<file path="src/rtl/grid_scan.sv">
`default_nettype none
// ============================================================================
//  Module      : grid_scan
//  Description : Pipelined grid locator. Maps a stream of screen pixels to
//                grid cells (2-cycle latency), flags separator lines, and
//                returns the stored cell type. Owns the cell array with a
//                single-cell write port and a sequenced full-grid clear.
//  Revision    : 1.0 - initial release
// ============================================================================
module grid_scan #(
    parameter int SIZE_X         = 10,
    parameter int SIZE_Y         = 10,
    parameter int CELL_W         = 10,
    parameter int CELL_H         = 10,
    parameter int LINE_THICKNESS = 1,
    parameter int CELL_BITS      = 1,
    parameter int XBITS          = $clog2(SIZE_X + 1),
    parameter int YBITS          = $clog2(SIZE_Y + 1)
) (
    input  logic                 clk,
    input  logic                 rst_n,
    input  logic [9:0]           pos_x,
    input  logic [9:0]           pos_y,
    input  logic                 pix_valid,
    input  logic [9:0]           pix_x,
    input  logic [9:0]           pix_y,
    input  logic                 wr_en,
    input  logic [XBITS-1:0]     wr_x,
    input  logic [YBITS-1:0]     wr_y,
    input  logic [CELL_BITS-1:0] wr_data,
    input  logic                 clr_start,
    output logic                 busy,
    output logic                 out_valid,
    output logic                 out_inside,
    output logic                 out_line,
    output logic [XBITS-1:0]     out_cell_x,
    output logic [YBITS-1:0]     out_cell_y,
    output logic [CELL_BITS-1:0] out_cell_type
);

    localparam int               NCELLS   = SIZE_X * SIZE_Y;
    localparam int               IDXW     = (NCELLS > 1) ? $clog2(NCELLS) : 1;
    // Extents are 11 bits wide so pos + extent never wraps.
    localparam logic [10:0]      EXT_X    = 11'(SIZE_X * CELL_W - LINE_THICKNESS);
    localparam logic [10:0]      EXT_Y    = 11'(SIZE_Y * CELL_H - LINE_THICKNESS);
    localparam logic [9:0]       LINE_X   = 10'(CELL_W - LINE_THICKNESS);
    localparam logic [9:0]       LINE_Y   = 10'(CELL_H - LINE_THICKNESS);
    localparam logic [XBITS-1:0] SENT_X   = XBITS'(SIZE_X);
    localparam logic [YBITS-1:0] SENT_Y   = YBITS'(SIZE_Y);
    localparam logic [IDXW-1:0]  LAST_IDX = IDXW'(NCELLS - 1);

    typedef enum logic [0:0] {
        ST_IDLE  = 1'b0,
        ST_CLEAR = 1'b1
    } state_t;

    // Stage-0 combinational geometry
    logic [9:0]       bx, by, rx, ry;
    logic             inside0, line0;
    logic [XBITS-1:0] cx_raw, cx0;
    logic [YBITS-1:0] cy_raw, cy0;

    // Pipeline registers
    logic                 s1_valid_q, s1_valid_d;
    logic                 s1_inside_q, s1_inside_d;
    logic                 s1_line_q, s1_line_d;
    logic [XBITS-1:0]     s1_cx_q, s1_cx_d;
    logic [YBITS-1:0]     s1_cy_q, s1_cy_d;
    logic                 out_valid_q, out_valid_d;
    logic                 out_inside_q, out_inside_d;
    logic                 out_line_q, out_line_d;
    logic [XBITS-1:0]     out_cell_x_q, out_cell_x_d;
    logic [YBITS-1:0]     out_cell_y_q, out_cell_y_d;
    logic [CELL_BITS-1:0] out_type_q, out_type_d;

    // Cell store and clear sequencer
    logic [CELL_BITS-1:0] cells_q [NCELLS];
    logic [CELL_BITS-1:0] cells_d [NCELLS];
    state_t               state_q, state_d;
    logic [IDXW-1:0]      clr_cnt_q, clr_cnt_d;
    logic [IDXW-1:0]      wr_idx, rd_idx;
    logic                 rd_hit;

    // Bias, bounds test and cell/remainder via comparator chains (no divider)
    always_comb begin
        bx      = pix_x - pos_x;
        by      = pix_y - pos_y;
        inside0 = ({1'b0, pix_x} >= {1'b0, pos_x}) && ({1'b0, pix_x} < ({1'b0, pos_x} + EXT_X)) &&
                  ({1'b0, pix_y} >= {1'b0, pos_y}) && ({1'b0, pix_y} < ({1'b0, pos_y} + EXT_Y));
        cx_raw  = '0;
        rx      = bx;
        for (int i = 1; i < SIZE_X; i++) begin
            if (bx >= 10'(i * CELL_W)) begin
                cx_raw = XBITS'(i);
                rx     = bx - 10'(i * CELL_W);
            end
        end
        cy_raw  = '0;
        ry      = by;
        for (int j = 1; j < SIZE_Y; j++) begin
            if (by >= 10'(j * CELL_H)) begin
                cy_raw = YBITS'(j);
                ry     = by - 10'(j * CELL_H);
            end
        end
        line0 = inside0 && ((rx >= LINE_X) || (ry >= LINE_Y));
        cx0   = (inside0 && !line0) ? cx_raw : SENT_X;
        cy0   = (inside0 && !line0) ? cy_raw : SENT_Y;
    end

    // Next values for both pipeline stages; stage 2 holds fields when idle
    always_comb begin
        s1_valid_d   = pix_valid;
        s1_inside_d  = inside0;
        s1_line_d    = line0;
        s1_cx_d      = cx0;
        s1_cy_d      = cy0;
        rd_idx       = IDXW'(int'(s1_cy_q) * SIZE_X + int'(s1_cx_q));
        rd_hit       = (s1_cx_q < SENT_X) && (s1_cy_q < SENT_Y);
        out_valid_d  = s1_valid_q;
        out_inside_d = out_inside_q;
        out_line_d   = out_line_q;
        out_cell_x_d = out_cell_x_q;
        out_cell_y_d = out_cell_y_q;
        out_type_d   = out_type_q;
        if (s1_valid_q) begin
            out_inside_d = s1_inside_q;
            out_line_d   = s1_line_q;
            out_cell_x_d = s1_cx_q;
            out_cell_y_d = s1_cy_q;
            out_type_d   = rd_hit ? cells_q[rd_idx] : '0;
        end
    end

    // Clear sequencer and write port; writes accepted only while idle
    always_comb begin
        state_d   = state_q;
        clr_cnt_d = clr_cnt_q;
        cells_d   = cells_q;
        wr_idx    = IDXW'(int'(wr_y) * SIZE_X + int'(wr_x));
        case (state_q)
            ST_IDLE: begin
                if (wr_en && (wr_x < SENT_X) && (wr_y < SENT_Y)) begin
                    cells_d[wr_idx] = wr_data;
                end
                if (clr_start) begin
                    state_d   = ST_CLEAR;
                    clr_cnt_d = '0;
                end
            end
            ST_CLEAR: begin
                cells_d[clr_cnt_q] = '0;
                if (clr_cnt_q == LAST_IDX) begin
                    state_d = ST_IDLE;
                end else begin
                    clr_cnt_d = clr_cnt_q + 1'b1;
                end
            end
            default: state_d = ST_IDLE;
        endcase
    end

    // State, array and pipeline registers with asynchronous reset
    always_ff @(posedge clk or negedge rst_n) begin
        if (!rst_n) begin
            state_q      <= ST_IDLE;
            clr_cnt_q    <= '0;
            for (int k = 0; k < NCELLS; k++) cells_q[k] <= '0;
            s1_valid_q   <= 1'b0;
            s1_inside_q  <= 1'b0;
            s1_line_q    <= 1'b0;
            s1_cx_q      <= '0;
            s1_cy_q      <= '0;
            out_valid_q  <= 1'b0;
            out_inside_q <= 1'b0;
            out_line_q   <= 1'b0;
            out_cell_x_q <= '0;
            out_cell_y_q <= '0;
            out_type_q   <= '0;
        end else begin
            state_q      <= state_d;
            clr_cnt_q    <= clr_cnt_d;
            cells_q      <= cells_d;
            s1_valid_q   <= s1_valid_d;
            s1_inside_q  <= s1_inside_d;
            s1_line_q    <= s1_line_d;
            s1_cx_q      <= s1_cx_d;
            s1_cy_q      <= s1_cy_d;
            out_valid_q  <= out_valid_d;
            out_inside_q <= out_inside_d;
            out_line_q   <= out_line_d;
            out_cell_x_q <= out_cell_x_d;
            out_cell_y_q <= out_cell_y_d;
            out_type_q   <= out_type_d;
        end
    end

    assign busy          = (state_q == ST_CLEAR);
    assign out_valid     = out_valid_q;
    assign out_inside    = out_inside_q;
    assign out_line      = out_line_q;
    assign out_cell_x    = out_cell_x_q;
    assign out_cell_y    = out_cell_y_q;
    assign out_cell_type = out_type_q;

endmodule
`default_nettype wire

</file>
<file path="config.mk">
export PLATFORM = sky130hd
export DESIGN_NAME = grid_scan
export DESIGN_NICKNAME = d
export VERILOG_FILES = /design/src/rtl/grid_scan.sv
export SDC_FILE = /design/constraint.sdc
export NUM_CORES = 1
export LEC_CHECK = 0
export BUFFER_PORTS_ARGS = -buffer_cell sky130_fd_sc_hd__buf_2
export CORE_MARGIN = 8
export CORE_UTILIZATION = 56
export CTS_CLUSTER_DIAMETER = 80
export CTS_CLUSTER_SIZE = 16
export DETAILED_ROUTE_END_ITERATION = 6
export PLACE_DENSITY = 0.74
export SLEW_MARGIN = 20
export SYNTH_ARGS = -nofsm -noshare
export SYNTH_HDL_FRONTEND = slang
export SYNTH_SLANG_ARGS = --single-unit
</file>
<file path="constraint.sdc">
create_clock -name clk -period 3.4 [get_ports clk]
set_input_delay 0.34 -clock clk [delete_from_list [all_inputs] [get_ports clk]]
set_output_delay 0.34 -clock clk [all_outputs]
set_load 0.05 [all_outputs]
</file>
==> metrics.csv <==
metric;value;unit
status;finished, violations left;
violations;negative hold slack, negative setup slack;
coreArea;0.0235;mm²
ctsLongestPathBuffers;2;
fin_crit_sh;1.33;
utilization;0.759;
ios;67;
n_antenna_cell;0;
io_buffers;66;
cp-start-kind;input pin;
synth_commonest_cells;163 x nand2_1, 153 x o21ai_0, 131 x dfrtp_1, 108 x nor2_1, 104 x mux2i_1;
cp.required;3690;ps
powerDensity;552;mW/mm²
synth_edf_count;0;
clk_pin_slew_worst_paths;60;ps
grt_overflow;0;
arrival;4820;ps
synth_top_area_frac;0.245;
grt_pass1_wl;75300;µm
synth-async-reset-ratio;1.00;
min_period;4520;ps
synth.yosys.seq_area_share;0.245;
wirelength;46500;µm
multi_input_area;0.0101;mm²
rsz0062_at_grt;yes;
initial_core_util;0.570;
tightest_slew;984;ps
final_hold_viol_count;12;
syn_to_final_growth;33.1;%
cts_hold_buf;0;
grt_max_degree;137;
drt_pass1_iterations;5;
synth_area_leaders;dfrtp_1 25%, ha_1 8.5%, mux2i_1 7.8%;
drc;0;
gp_congestion;0.997;
via_count;14631;
cts_sinks;131;
endpoint_kind;register;
vias_per_cell;6.41;
htreeDepth;4;
fin_nets;2103;
hold_path_class;in -> async;
grt_pass1_vias;14861;
setup_viol;9;
die_w;171;µm
synth_cells;1565;
cts_tree;built;
wire_per_inst;20.4;µm
cts_buffers;17;
register_area;0.00328;mm²
clk_latency;430;ps
yosysMostFrequentCell;nand2_1;
yosys.cell_types.count;96;
drt-initial-drc-count;1383;
dp_hpwl;34000;µm
whs;-23.0;ps
synth_flop_cell;dfrtp_1;
drv_cap;0;
cts-root-buf;clkbuf_16;
synth_nets;1716;
criticalPathCategory;in -> reg;
antenna_found_initial;0;
max_freq;0.221;GHz
fin_setup_tns;-8060;ps
cp_max_fo;6;
ys_seq_elements;131;
layout-drive-gt1-share;0.328;
fill_cells;1713;
maxSlewViolCount;0;
p_leak;7.77;nW
vdd_drop_max;372;µV
clock-skew-final;10.2;ps
final_antenna_net_count;0;
relSlewSlack;0.339;
setup_ws;-1120;ps
syn_area;0.0134;mm²
grtUsageTotal;0.320;
syn_area_per_cell;8.55;µm²
synth-warning-count;0;
yosys.area.top_type;dfrtp_1;
die_height;171;µm
row_count;56;
dieArea;0.0291;mm²
## final timing paths
path                                  from       endpoint  slack, ps  cells past startpoint
max in group asynchronous            rst_n  out_cell_x[2]       2530                      2
min in group clk                 pix_valid    out_valid_d         20                      1
worst max-delay path              pix_x[0]     s1_cy_q[1]      -1120                     23
worst min register to register   s1_line_q       out_line        480                      1
worst max register to register  s1_cx_q[1]  out_cell_type        340                      8
worst min-delay path                 rst_n    cells_q[19]        -20                      1
## power breakdown
group          internal (W)  switching [W]  total (W)
clock network       0.00102       0.000720    0.00174
logic               0.00247        0.00283    0.00530
registers           0.00219       0.000606    0.00279
## registers in the layout, summed over array words and instances (netlist names)
register	cells
s1_cy_q	4
busy	1
s1_inside_q	1
out_cell_y	4
out_valid	1
out_inside	1
s1_cx_q	4
out_cell_x	4
clr_cnt_q	7
out_valid_d	1
out_line	1
cells_q	100
out_cell_type	1
s1_line_q	1
## critical path: stages
cell and delay, ps:
buf_8 100, inv_6 40, ha_4 120, inv_2 30, fa_2 360, a211oi_4 310
nor2_4 80, xor2_4 220, buf_6 140, inv_2 130, ha_2 190, and3b_1 180
nand2_1 80, nor3_2 250, o31ai_4 110, buf_4 160, a21oi_1 240, o2bb2ai_2 100
xnor2_1 130, a211oi_1 230, o221ai_1 170, or4_4 580, or4_1 520
## cell usage in the layout (no fill, tap or decap), types with 7 or more instances in the layout
| cell | n |
|---|---|
| buf_4 | 371 |
| nand2_1 | 161 |
| o21ai_0 | 150 |
| dfrtp_1 | 129 |
| nor2_1 | 106 |
| o211ai_1 | 103 |
| mux2i_1 | 103 |
| ha_1 | 77 |
| buf_2 | 63 |
| a21oi_1 | 52 |
| inv_1 | 46 |
| xnor2_1 | 44 |
| nand3_1 | 40 |
| mux4_2 | 32 |
| nor3_1 | 26 |
| nand4_1 | 23 |
| nand2b_1 | 19 |
| nor2b_1 | 17 |
| clkbuf_16 | 17 |
| o21a_1 | 16 |
| a31oi_1 | 16 |
| mux2_2 | 13 |
| a21o_1 | 10 |
| a211oi_1 | 10 |
| xor2_1 | 9 |
| and3_1 | 9 |
| or3_1 | 9 |
| a21boi_0 | 8 |
| or4_1 | 8 |
| ha_4 | 8 |
| buf_6 | 8 |
| inv_2 | 7 |
| a21oi_2 | 7 |
| a211oi_2 | 7 |
| and4_1 | 7 |
## per-layer routing
layer,part of all wire,global-route usage,vias to the layer above
met5,0,0,-
met4,0.059,0.207,0
met3,0.066,0.0440,210
met2,0.49,0.544,687
met1,0.39,0.377,7009
li1,-,-,6725
## what timing repair did
action	in CTS	in global routing
pin swaps	22	22
buffers inserted	19	2
setup endpoints to repair	9	9
resized for setup	51	19
## layout make-up
| cell class | count | area share |
|---|---|---|
| flip-flops and latches | 131 | 0.184 |
| inverters | 59 | 0.0138 |
| multi-input cells | 1298 | 0.566 |
| well taps | 319 | 0.0224 |
| clock inverters | 12 | 0.00618 |
| repair buffers | 445 | 0.182 |
| clock buffers | 19 | 0.0249 |
## cell families (layout without fill, tap and decap cells)
| group | after synthesis | after routing | share of synthesized area |
|---|---|---|---|
| AO/OA/AOI/OAI | 500 | 500 | 0.255 |
| XOR/XNOR | 58 | 58 | 0.0380 |
| adder cells (fa/ha/maj) | 97 | 97 | 0.0941 |
| buffers and inverters | 136 | 535 | 0.0407 |
| flip-flops | 131 | 131 | 0.245 |
| multiplexers | 149 | 149 | 0.143 |
| AND/OR/NAND/NOR | 494 | 494 | 0.185 |
## metrics by stage
stage	worst slack, ps	area, µm²	instances	total power, W
finish	-1120	17800	2283	0.00984
global route	-1290	17800	2283	0.0104
CTS	-1130	17700	2282	0.00967
detailed placement	-1710	16800	2232	0.00769
global placement	-1600	16800	2232	0.00751
floorplan	-1420	13700	1565	0.00566
Note: power is estimated with default switching activity, not from simulation.
